<file path="src/rtl/dev_io_pkg.sv">
`default_nettype none
// ============================================================================
// dev_io_pkg : shared FSM state type and 7-segment decode for dev_io_ctrl
// Rev 1.0
// ============================================================================
package dev_io_pkg;

  typedef enum logic [1:0] {
    RUN    = 2'd0,
    PAUSED = 2'd1,
    HALTED = 2'd2
  } io_state_t;

  localparam logic [6:0] SEG_BLANK = 7'h7F;

  // Active-low segments, seg a on bit 0 (DE2 board wiring).
  function automatic logic [6:0] hex7(input logic [3:0] nib);
    logic [6:0] seg;
    case (nib)
      4'h0: seg = 7'h40;
      4'h1: seg = 7'h79;
      4'h2: seg = 7'h24;
      4'h3: seg = 7'h30;
      4'h4: seg = 7'h19;
      4'h5: seg = 7'h12;
      4'h6: seg = 7'h02;
      4'h7: seg = 7'h78;
      4'h8: seg = 7'h00;
      4'h9: seg = 7'h10;
      4'hA: seg = 7'h08;
      4'hB: seg = 7'h03;
      4'hC: seg = 7'h46;
      4'hD: seg = 7'h21;
      4'hE: seg = 7'h06;
      default: seg = 7'h0E;
    endcase
    return seg;
  endfunction

endpackage
`default_nettype wire

</file>
<file path="src/rtl/key_debounce.sv">
`default_nettype none
// ============================================================================
// key_debounce : synchroniser, stability counter, debounced level, press pulse
// Rev 1.0
// ============================================================================
module key_debounce #(
  parameter int DEB_CYCLES = 500000
) (
  input  logic clk,
  input  logic reset,
  input  logic key_n,
  output logic level,
  output logic press
);

  localparam int              CNT_W    = $clog2(DEB_CYCLES + 1);
  localparam logic [CNT_W-1:0] CNT_LAST = CNT_W'(DEB_CYCLES - 1);

  logic             sync1;
  logic             sync2;
  logic             level_d;
  logic [CNT_W-1:0] cnt;

  always_ff @(posedge clk) begin
    if (reset) begin
      sync1   <= 1'b0;
      sync2   <= 1'b0;
      level   <= 1'b0;
      level_d <= 1'b0;
      press   <= 1'b0;
      cnt     <= '0;
    end else begin
      sync1   <= ~key_n;
      sync2   <= sync1;
      level_d <= level;
      press   <= level & ~level_d;
      // Any sample agreeing with the current level restarts the stability window.
      if (sync2 == level) begin
        cnt <= '0;
      end else if (cnt == CNT_LAST) begin
        cnt   <= '0;
        level <= ~level;
      end else begin
        cnt <= cnt + 1'b1;
      end
    end
  end

endmodule
`default_nettype wire

</file>
<file path="src/rtl/dev_io_ctrl.sv">
`default_nettype none
// ============================================================================
// dev_io_ctrl : key debounce, RUN/PAUSED/HALTED cpu clock-enable FSM, 7-seg drive
// Optional DEV_IO_LZB_EN: leading-zero blanking on the display.  Rev 1.0
// ============================================================================
module dev_io_ctrl
  import dev_io_pkg::*;
#(
  parameter int N_KEYS     = 4,
  parameter int DEB_CYCLES = 500000,
  parameter int RUN_DIV    = 1,
  parameter int N_DIGITS   = 4,
  parameter int START_RUN  = 1
) (
  input  logic                  clkIn,
  input  logic                  reset,
  input  logic [N_KEYS-1:0]     key_n,
  input  logic                  halt_in,
  input  logic [4*N_DIGITS-1:0] disp_value,
  output logic                  cpu_ce,
  output logic [N_KEYS-1:0]     key_level,
  output logic [N_KEYS-1:0]     key_press,
  output logic [1:0]            state_o,
  output logic [N_DIGITS*7-1:0] hex_n
);

  localparam int               DIV_W    = $clog2(RUN_DIV + 1);
  localparam logic [DIV_W-1:0] DIV_LAST = DIV_W'(RUN_DIV - 1);

  for (genvar k = 0; k < N_KEYS; k++) begin : g_key
    key_debounce #(.DEB_CYCLES(DEB_CYCLES)) u_deb (
      .clk   (clkIn),
      .reset (reset),
      .key_n (key_n[k]),
      .level (key_level[k]),
      .press (key_press[k])
    );
  end

  io_state_t        state_q, state_d;
  logic [DIV_W-1:0] div_q, div_d;
  logic             ce_d;

  always_ff @(posedge clkIn) begin
    if (reset) begin
      state_q <= (START_RUN != 0) ? RUN : PAUSED;
      div_q   <= '0;
      cpu_ce  <= 1'b0;
    end else begin
      state_q <= state_d;
      div_q   <= div_d;
      cpu_ce  <= ce_d;
    end
  end

  // Priority within a cycle: halt, then pause/resume, then step.
  always_comb begin
    state_d = state_q;
    div_d   = div_q;
    ce_d    = 1'b0;
    unique case (state_q)
      RUN: begin
        if (halt_in) begin
          state_d = HALTED;
        end else if (key_press[0]) begin
          state_d = PAUSED;
        end else if (div_q == DIV_LAST) begin
          div_d = '0;
          ce_d  = 1'b1;
        end else begin
          div_d = div_q + 1'b1;
        end
      end
      PAUSED: begin
        if (halt_in) begin
          state_d = HALTED;
        end else if (key_press[0]) begin
          state_d = RUN;
          div_d   = '0;
        end else begin
          ce_d = key_press[1];
        end
      end
      default: state_d = HALTED;
    endcase
  end

  assign state_o = state_q;

  logic [N_DIGITS*7-1:0] hex_d;
  logic [3:0]            nib;
`ifdef DEV_IO_LZB_EN
  logic                  seen;
`endif

  always_comb begin
    hex_d = '1;
    nib   = '0;
`ifdef DEV_IO_LZB_EN
    seen  = 1'b0;
`endif
    // Walk from the top digit so blanking stops at the first non-zero nibble.
    for (int d = N_DIGITS - 1; d >= 0; d--) begin
      nib = disp_value[4*d +: 4];
`ifdef DEV_IO_LZB_EN
      seen = seen | (nib != 4'h0) | (d == 0);
      hex_d[7*d +: 7] = seen ? hex7(nib) : SEG_BLANK;
`else
      hex_d[7*d +: 7] = hex7(nib);
`endif
    end
  end

  always_ff @(posedge clkIn) begin
    if (reset) begin
      hex_n <= '1;
    end else begin
      hex_n <= hex_d;
    end
  end

endmodule
`default_nettype wire
</file>
<file path="config.mk">
export PLATFORM = sky130hd
export DESIGN_NAME = dev_io_ctrl
export DESIGN_NICKNAME = d
export VERILOG_FILES = /design/src/rtl/dev_io_pkg.sv /design/src/rtl/key_debounce.sv /design/src/rtl/dev_io_ctrl.sv
export SDC_FILE = /design/constraint.sdc
export NUM_CORES = 1
export LEC_CHECK = 0
export BUFFER_PORTS_ARGS = -buffer_cell sky130_fd_sc_hd__buf_2
export CAP_MARGIN = 20
export CELL_PAD_IN_SITES_DETAIL_PLACEMENT = 1
export CELL_PAD_IN_SITES_GLOBAL_PLACEMENT = 2
export CORE_UTILIZATION = 41
export CTS_BUF_LIST = sky130_fd_sc_hd__clkbuf_2
export CTS_CLUSTER_SIZE = 20
export DETAILED_ROUTE_END_ITERATION = 8
export HOLD_SLACK_MARGIN = 0.05
export PLACE_DENSITY = 0.95
export REMOVE_ABC_BUFFERS = 1
export SLEW_MARGIN = 10
export SYNTH_ARGS = -nofsm -noshare
export SYNTH_HDL_FRONTEND = slang
export SYNTH_SLANG_ARGS = --single-unit
</file>
<file path="constraint.sdc">
create_clock -name clkIn -period 5.3 [get_ports clkIn]
set_clock_uncertainty 0.2 [all_clocks]
set_input_delay 0 -clock clkIn [delete_from_list [all_inputs] [get_ports clkIn]]
set_output_delay 0 -clock clkIn [all_outputs]
set_load 0.005 [all_outputs]
</file>
# Yosys cells after proc, flatten, opt, wreduce, memory -nomap -nowiden

Memory sizes are Yosys's and may differ from the RTL's. A register that Yosys moved wholly into a read port is not among the register bits.
Cells that the tools add are included.

Flip-flop bits (word level): 100
Bits in read-only memories: 448
Bits of input ports: 23
Output and inout bits: 39
Word-level logic and storage cells: 100
Memories kept: 4

Memories:

| name            | words | width | rd ports | clocked after Yosys merged registers in | write ports | line             | RTL |
|---|---|---|---|---|---|---|---|
| (no name shown) | 16    | 7     | 1        | 1                                       | 0           | dev_io_pkg.sv:19 | `case (nib)` |
| (no name shown) | 16    | 7     | 1        | 1                                       | 0           | dev_io_pkg.sv:19 |  |
| (no name shown) | 16    | 7     | 1        | 1                                       | 0           | dev_io_pkg.sv:19 |  |
| (no name shown) | 16    | 7     | 1        | 1                                       | 0           | dev_io_pkg.sv:19 |  |

Add/sub/neg operators: 5
Equal/unequal tests: 15
Multiplexer cells: 17
Bitwise logic cells: 20
Reductions and logical operators: 12

Operators by type and width:

| kind                                                | count |
|---|---|
| adder 19 x 1 -> 19 bit, second input constant       | 4 |
| equality test 19 bit, second input constant         | 4 |
| NOT 1 bit                                           | 16 |
| OR reduction 3 bit                                  | 4 |
| 2-to-1 mux 1 bit                                    | 10 |
| AND reduction 2 bit                                 | 5 |
| 2-to-1 mux 2 bit                                    | 4 |
| != test 2 bit, second input constant                | 3 |
| != test 3 x 2 -> 1 bit, second input constant       | 2 |
| AND reduction 5 bit                                 | 1 |
| AND 1 bit                                           | 4 |
| equality test 1 bit                                 | 4 |
| case mux 1 bit (2 select lines)                     | 2 |
| case mux 2 bit (2 select lines)                     | 1 |
| equality test 2 x 1 -> 1 bit, second input constant | 1 |
| logical NOT 2 bit                                   | 1 |
| != test 2 x 1 -> 1 bit, second input constant       | 1 |
| nonzero test 2 bit                                  | 1 |
| adder 1 bit, second input constant                  | 1 |

# Longest topological paths before layout

Gate-level depths: netlist of the first run.

Word-level depth: 5
Mapped depth: 6
Gate-level depth less buffers: 6

# Modules after synthesis

From an unflattened synthesis of the first run, not the netlist that was laid out.

Cells, all modules: 644
Area, all modules: 5984.5 sq um

By module, submodules not included:

| module       | instances | cells an instance | area each (sq um) |
|---|---|---|---|
| key_debounce | 4         | 113               | 1046.0 |
| dev_io_ctrl  | 1         | 192               | 1800.5 |

# Worst setup path after synthesis of the first run

No wires, ideal clock.

Path type: register -> register
From: register g_key[0].u_deb.cnt[9]
To: register g_key[0].u_deb.cnt[8]
Library setup time: 114 ps
Arrival time: 1723 ps
Setup slack: 3262 ps
Stages on the path, launching flop included: 6
Path buffers: 1
Clock period less this slack: 2038 ps
Cell sequence: dfxtp_1 > or4b_1 > or3_4 > o211ai_4 > buf_8 > nor2_1

Cells in the longest elaborated chain, start to end: 2

RTL lines:

| item                                | line               | RTL |
|---|---|---|
| start, declared                     | key_debounce.sv:22 | `logic [CNT_W-1:0] cnt;` |
| start signal, assigned              | key_debounce.sv:44 | `cnt <= cnt + 1'b1;` |
| equality test 19 bit                | key_debounce.sv:40 | `end else if (cnt == CNT_LAST) begin` |
| OR reduction 3 bit (no source line) | n/a                |  |

Every way passes these cells.
A chain may end at the register's enable or synchronous reset.

==> results of run 1 <==
worst max path at each step:
stage / cells past startpoint / start / slack (ps) / endpoint
3_3_place_gp: 4 / g_key[2].u_deb.cnt[6]$_SDFF_PP0_ / 3050 / g_key[2].u_deb.cnt[15]$_SDFF_PP0_
2_1_floorplan: 4 / g_key[0].u_deb.cnt[9]$_SDFF_PP0_ / 3280 / g_key[0].u_deb.cnt[10]$_SDFF_PP0_
4_1_cts: 5 / g_key[2].u_deb.cnt[0]$_SDFF_PP0_ / 2940 / g_key[2].u_deb.cnt[2]$_SDFF_PP0_
3_5_place_dp: 5 / g_key[2].u_deb.cnt[0]$_SDFF_PP0_ / 2920 / g_key[2].u_deb.cnt[9]$_SDFF_PP0_
5_1_grt: 8 / disp_value[14] / 2800 / hex_n[25]$_SDFF_PP1_
6_report: 7 / disp_value[15] / 2820 / hex_n[26]$_SDFF_PP1_
registers in the layout (all words and copies together), names as in the netlist:
name / flops
g_key.u_deb.sync2: 4
g_key.u_deb.sync1: 4
cpu_ce: 1
state_o: 2
g_key.u_deb.cnt: 76
g_key.u_deb.level_d: 4
hex_n: 28
g_key.u_deb.press: 4
g_key.u_deb.level: 4
area by class of cell:
type / instances / area (um^2) / share of cell area, %
clock inverter: 13 / 146 / 2.06
multi-input combinational: 454 / 2960 / 41.7
sequential: 127 / 2540 / 35.7
clock buffer: 19 / 95.1 / 1.34
tap: 176 / 220 / 3.10
inverter: 28 / 105 / 1.48
timing repair buffer: 135 / 1040 / 14.6
through the flow:
step	hold slack (ps)	instance area [um^2]	util [%]	setup WS (ps)	power, uW
2_1_floorplan	-133	5610	-	3280	1060
3_5_place_dp	-45.6	6150	45.7	2920	1120
3_3_place_gp	-46.2	6150	45.7	3050	1120
6_report	181	7110	52.9	2820	1800
5_1_grt	152	7110	52.9	2800	1880
4_1_cts	61.8	7100	52.8	2940	1790
power by group through the flow:
stage,registers [uW],logic [uW],clock network (uW)
2_1_floorplan,1010,55.7,0
3_3_place_gp,1000,114,0
4_1_cts,986,165,644
5_1_grt,990,194,696
6_report,987,181,636
3_5_place_dp,1000,119,0
worst max-delay path, delay by kind of cell:
kind	cells	cell delay [ps]
AOI/OAI and AO/OA	2	370
buffers and inverters	5	2500
layer usage:
layer	track usage (%)	up-vias	wire, um
met5	0	-	0
li1	-	2449	-
met3	5.80	46	642
met4	12.6	0	522
met1	26.5	2439	6770
met2	42.2	109	8290
cells in the mapped netlist, drive strengths merged (6+ instances only):
cell	n
nor2b	8
a221o	8
mux2i	16
xnor2	39
nand3	32
buf	13
nand2	38
xor2	24
inv	28
nor3	16
a21oi	12
and4	6
nand4	23
o21ai	19
ha	28
nand2b	7
dfxtp	127
clkbuf	16
nor4	14
o211ai	7
nor2	108
logic make-up after synthesis:
group,synth area share (%)
AND/OR/NAND/NOR,24.1
flip-flops,44.1
XOR/XNOR,9.57
AO/OA/AOI/OAI,7.55
buffers and inverters,4.51
adder cells (fa/ha/maj),6.08
multiplexers,4.14
cell usage in the layout (no fill, tap or decap), drive strengths merged, types with 5 or more instances in the layout:
cell type	n
nand4	23
buf	64
a221o	8
dfxtp	127
nor2	108
ha	28
o211ai	7
and3	5
dlygate4sd3	71
and4	6
clkbuf	19
a21oi	12
xor2	24
nand2b	7
nor3	16
o311ai	5
a31oi	5
mux2	5
xnor2	39
nor4	14
nand2	38
inv	28
clkinv	9
mux2i	16
or4	5
nand3	32
nor2b	8
o21ai	19
repair_timing:
action,in CTS,in global routing
hold buffers,71,0
buffers inserted,0,0
endpoints found under the hold margin,80,0
==> flow_summary_export.csv, run 1 <==
group,metric,value,unit
outcome,outcome,"completed",
cts,cts_buffer_depth,2,
drt,route.detailed.drc,0,
power,power.leakage,0.00264,uW
drt,drtPass1Iterations,4,
synthesis,synth_top_cell_area_share,44.1,%
worst_hold_path,worstHoldStart,"disp_value[7]",
synthesis,ys_seq_area_share,44.1,%
cts,h-tree-depth,4,
sta,setup_violations,0,
power,switchingPower,476,uW
critical_path,crit_top_cell,"dlygate4sd3_1",
global_route,grt_max_degree,31,
sta,fin_crit,2480,ps
cts,cts.sinks,127,
flow_run,cap_violations,0,
synthesis,synth_edf_count,0,
power,seq_power_share,54.7,%
sta,max_freq,404,MHz
worst_hold_path,min_to,"hex_n[7]$_SDFF_PP1_",
synthesis,yosysTopAreaCell,"dfxtp_1",
power,powerDensity,254,nW/um^2
critical_path,r2r_cells,4,
floorplanning,die_y,121,um
critical_path,critPathRequiredTime,5710,ps
cts,cts_tree,"done",
worst_hold_path,hold_depth,4,
cts,cts_made_buffers,17,
cts,cts_resized,0,
global_route,antenna_found_initial,0,
drt,drtAntennaViolNets,0,
critical_path,critPathMaxStageDelay,640,ps
drt,vias,5043,
sta,drv_slew,0,
power,peakVddDrop,0.134,mV
place,dp_cells,848,
critical_path,r2r-end,"g_key[0].u_deb.cnt[12]$_SDFF_PP0_",
floorplanning,std_cell_rows,42,
power,p_sw_share,26.4,%
drt,drt_wl_total,16.2,mm
power,clockPowerShare,35.2,%
place,gp_congestion,0.825,
critical_path,reg2reg_slack,3010,ps
critical_path,cp_slowest_cell,"dlygate4sd3_1",
synthesis,synth-main-ff-cell,"dfxtp_1",
sta,hold_viol,0,
sta,rsz0062_at_grt,"no",
sta,worstMarginPinSlew,880,ps
synthesis,ys_types,48,
synthesis,synthTopCellsByArea,"dfxtp_1, nor2_1, ha_1",
drt,via_per_inst,5.30,
synthesis,postSynthCellCount,638,
global_route,grt_pass1_vias,5496,
cts,clock-root-buffer,"clkbuf_2",
floorplanning,initial_core_util,42.9,%
synthesis,postSynth.asyncResetShare,0,%
cts,insertion_delay,710,ps
cts,path_clk_slew,230,ps
power,p_comb_share,10.0,%
synthesis,syn_area,5770,um^2
place,dp_hpwl,9.27,mm
critical_path,r2r-start,"g_key[0].u_deb.cnt[8]$_SDFF_PP0_",
sta,period_share,46.7,%
worst_hold_path,hold_class,"input port to register",
critical_path,cp_max_fo,11,
floorplanning,dieWidth,121,um
global_route,grt_pass1_wl,27.2,mm
synthesis,ys_seq_elements,127,
critical_path,critPathArrivalTime,2890,ps
floorplanning,die_area,14500,um^2
floorplanning,ios,62,
final_layout,synthToLayoutAreaGrowth,23.3,%
sta,setup_tns,0,ps
critical_path,worstSetupPathType,"input port to register",
final_layout,fin_cells,952,
drt,detail_route.wl_per_cell,17.0,um
floorplanning,coreArea,13500,um^2
global_route,gr-total-overflow,0,
drt,drtIter0Drc,237,
final_layout,drive_above_1_share,13.7,%
critical_path,critPathCaptureType,"register",
critical_path,cp-start-kind,"input port",
global_route,grt_util_all_layers,23.9,%
power,p_int,1330,uW
sta,relSlewSlack,41.2,%
critical_path,cp_cell_sequence,"dlygate4sd3_1, dlygate4sd3_1, buf_2, dlygate4sd3_1, a31oi_1, o21ai_0, dlygate4sd3_1",
synthesis,synth_area_per_cell,9.04,um^2
final_layout,final_nets,814,
final_layout,fillers,1604,
place,numPortBuffers,61,
synthesis,synth_warnings,0,
final_layout,antennaDiodeCount,0,
Note: power is estimated with default switching activity, not from simulation.
==> run 2: changes to the inputs <==
Settings changed: CORE_UTILIZATION 41 to 38, PLACE_DENSITY 0.95 to 0.9.
Clock period 5.3 ns to 2.6 ns, I/O delays scaled along.
==> flow_summary_export.csv, run 2 (synthesis results as in run 1) <==
group,metric,value,unit
power,seq_power_share,58.6,%
sta,worstMarginPinSlew,708,ps
sta,relSlewSlack,52.7,%
power,p_comb_share,10.5,%
critical_path,critPathRequiredTime,3030,ps
drt,detail_route.wl_per_cell,15.9,um
global_route,antenna_found_initial,0,
power,powerDensity,484,nW/um^2
final_layout,fin_util,48.5,%
cts,cts.sinks,127,
sta,drv_slew,0,
drt,drt_wl_total,15.3,mm
critical_path,r2r-end,"g_key[0].u_deb.cnt[2]$_SDFF_PP0_",
floorplanning,dieWidth,125,um
critical_path,critPathArrivalTime,2890,ps
critical_path,cp_max_fo,9,
floorplanning,std_cell_rows,44,
sta,hold_viol,0,
final_layout,antennaDiodeCount,0,
critical_path,crit_top_cell,"dlygate4sd3_1",
critical_path,critPathTopFamily,"buffers and inverters",
global_route,grt_pass1_vias,5371,
cts,h-tree-depth,4,
drt,vias,4972,
critical_path,r2r-start,"g_key[0].u_deb.cnt[8]$_SDFF_PP0_",
power,peakVddDrop,0.257,mV
cts,cts_resized,0,
global_route,grt_pass1_wl,26.2,mm
final_layout,largest_reg_flops,76,
critical_path,crit_cells,8,
power,switchingPower,921,uW
final_layout,final_common_cell,"dfxtp_1",
cts,cts_buffer_depth,2,
drt,wl_met1,6.81,mm
drt,maxUsedRoutingLayer,"met4",
drt,via_per_inst,5.16,
final_layout,fin_area,7100,um^2
final_layout,drive_above_1_share,13.8,%
drt,drtPass1Iterations,4,
cts,path_clk_slew,200,ps
worst_hold_path,hold_class,"input port to register",
global_route,grt_util_all_layers,20.8,%
sta,setup_tns,0,ps
critical_path,worstSetupPathType,"input port to register",
floorplanning,die_area,15700,um^2
sta,fin_crit,2460,ps
final_layout,largest_register,"g_key.u_deb.cnt",
global_route,gr-total-overflow,0,
critical_path,critPathCaptureType,"register",
cts,cts_tree,"done",
critical_path,setup.worst_path.start,"disp_value[14]",
critical_path,r2r_cells,4,
outcome,outcome,"completed",
drt,drtAntennaViolNets,0,
drt,met2WireLength,7.60,mm
critical_path,crit_buf_inv,5,
drt,drtIter0Drc,277,
drt,met3_length,590,um
power,clockPowerShare,31.0,%
floorplanning,initial_core_util,39.4,%
critical_path,cp_cell_sequence,"dlygate4sd3_1, dlygate4sd3_1, buf_2, dlygate4sd3_1, nand2_1, o21ai_0, o21ai_0, dlygate4sd3_1",
final_layout,mostFrequentLayoutCells,"dfxtp_1, nor2_1, dlygate4sd3_1",
flow_run,cap_violations,0,
critical_path,critPathMaxStageDelay,770,ps
critical_path,critical_path.endpoint,"hex_n[25]$_SDFF_PP1_",
floorplanning,die_y,125,um
final_layout,synthToLayoutAreaGrowth,23.1,%
global_route,grt_max_degree,20,
drt,route.detailed.drc,0,
power,p_int,2510,uW
critical_path,cp-start-kind,"input port",
place,place_area,6200,um^2
cts,cts_setup_buffers,0,
power,p_sw_share,26.8,%
cts,clock-root-buffer,"clkbuf_2",
power,power.leakage,0.00264,uW
sta,rsz0062_at_grt,"no",
critical_path,reg2reg_slack,320,ps
floorplanning,ios,62,
sta,max_freq,407,MHz
place,dp_hpwl,9.51,mm
sta,setup_violations,0,
final_layout,reg.largest.list,"g_key.u_deb.cnt (76), hex_n (28)",
sta,period_share,94.6,%
cts,insertion_delay,690,ps
floorplanning,coreArea,14600,um^2
final_layout,final_nets,819,
critical_path,cp_slowest_cell,"dlygate4sd3_1",
cts,cts_made_buffers,17,
worst_hold_path,hold_depth,4,
place,numPortBuffers,61,
place,gp_congestion,0.844,
## run 2: power groups by stage
stage	Combinational (uW)	Clock, uW	Sequential [uW]
2_1_floorplan	114	0	2050
5_1_grt	392	1170	2020
6_report	360	1060	2010
3_5_place_dp	247	0	2050
3_3_place_gp	237	0	2050
4_1_cts	341	1080	2010
## run 2: final cells by class
class	count	area [um^2]
clock inverter	10	72.6
sequential	127	2540
timing repair buffer	140	1080
clock buffer	21	105
tap	184	230
inverter	28	105
multi-input combinational	454	2960
fill	1711	7550
## run 2: worst reg2reg max path, cell delays in order, from the launching register on
cell and delay [ps]:
dfxtp_1 480, or4b_1 470, or3_4 420, o211ai_4 490, nor2_1 120
## run 2: worst min path at each step
stage / start / endpoint / slack (ps)
final: disp_value[1] / hex_n[6]$_SDFF_PP1_ / 80
after global routing: disp_value[9] / hex_n[18]$_SDFF_PP1_ / 70
after CTS: disp_value[9] / hex_n[18]$_SDFF_PP1_ / 50
after detailed placement: key_n[1] / g_key[1].u_deb.sync1$_SDFF_PP0_ / -40
after global placement: key_n[1] / g_key[1].u_deb.sync1$_SDFF_PP0_ / -40
after floorplan: key_n[0] / g_key[0].u_deb.sync1$_SDFF_PP0_ / -130
## run 2: metrics by stage
| stage | setup WS (ps) | hold WS [ps] | cells | power [uW] |
|---|---|---|---|---|
| 6_report | 141 | 77.3 | 964 | 3430 |
| 5_1_grt | 128 | 68.7 | 964 | 3570 |
| 4_1_cts | 47.5 | 50.5 | 965 | 3430 |
| 3_5_place_dp | 311 | -35.7 | 861 | 2290 |
| 3_3_place_gp | 434 | -36.8 | 861 | 2280 |
| 2_1_floorplan | 582 | -133 | 609 | 2170 |
## run 2: repair_timing
item	CTS	global route
hold buffers	73	0
hold endpoints to repair	116	0
setup endpoints to repair	0	1
## run 2: layer usage
layer	up-vias	GRT usage (%)
met2	92	36.4
li1	2459	-
met1	2393	24.5
met5	-	0
met4	0	7.46
met3	28	5.52
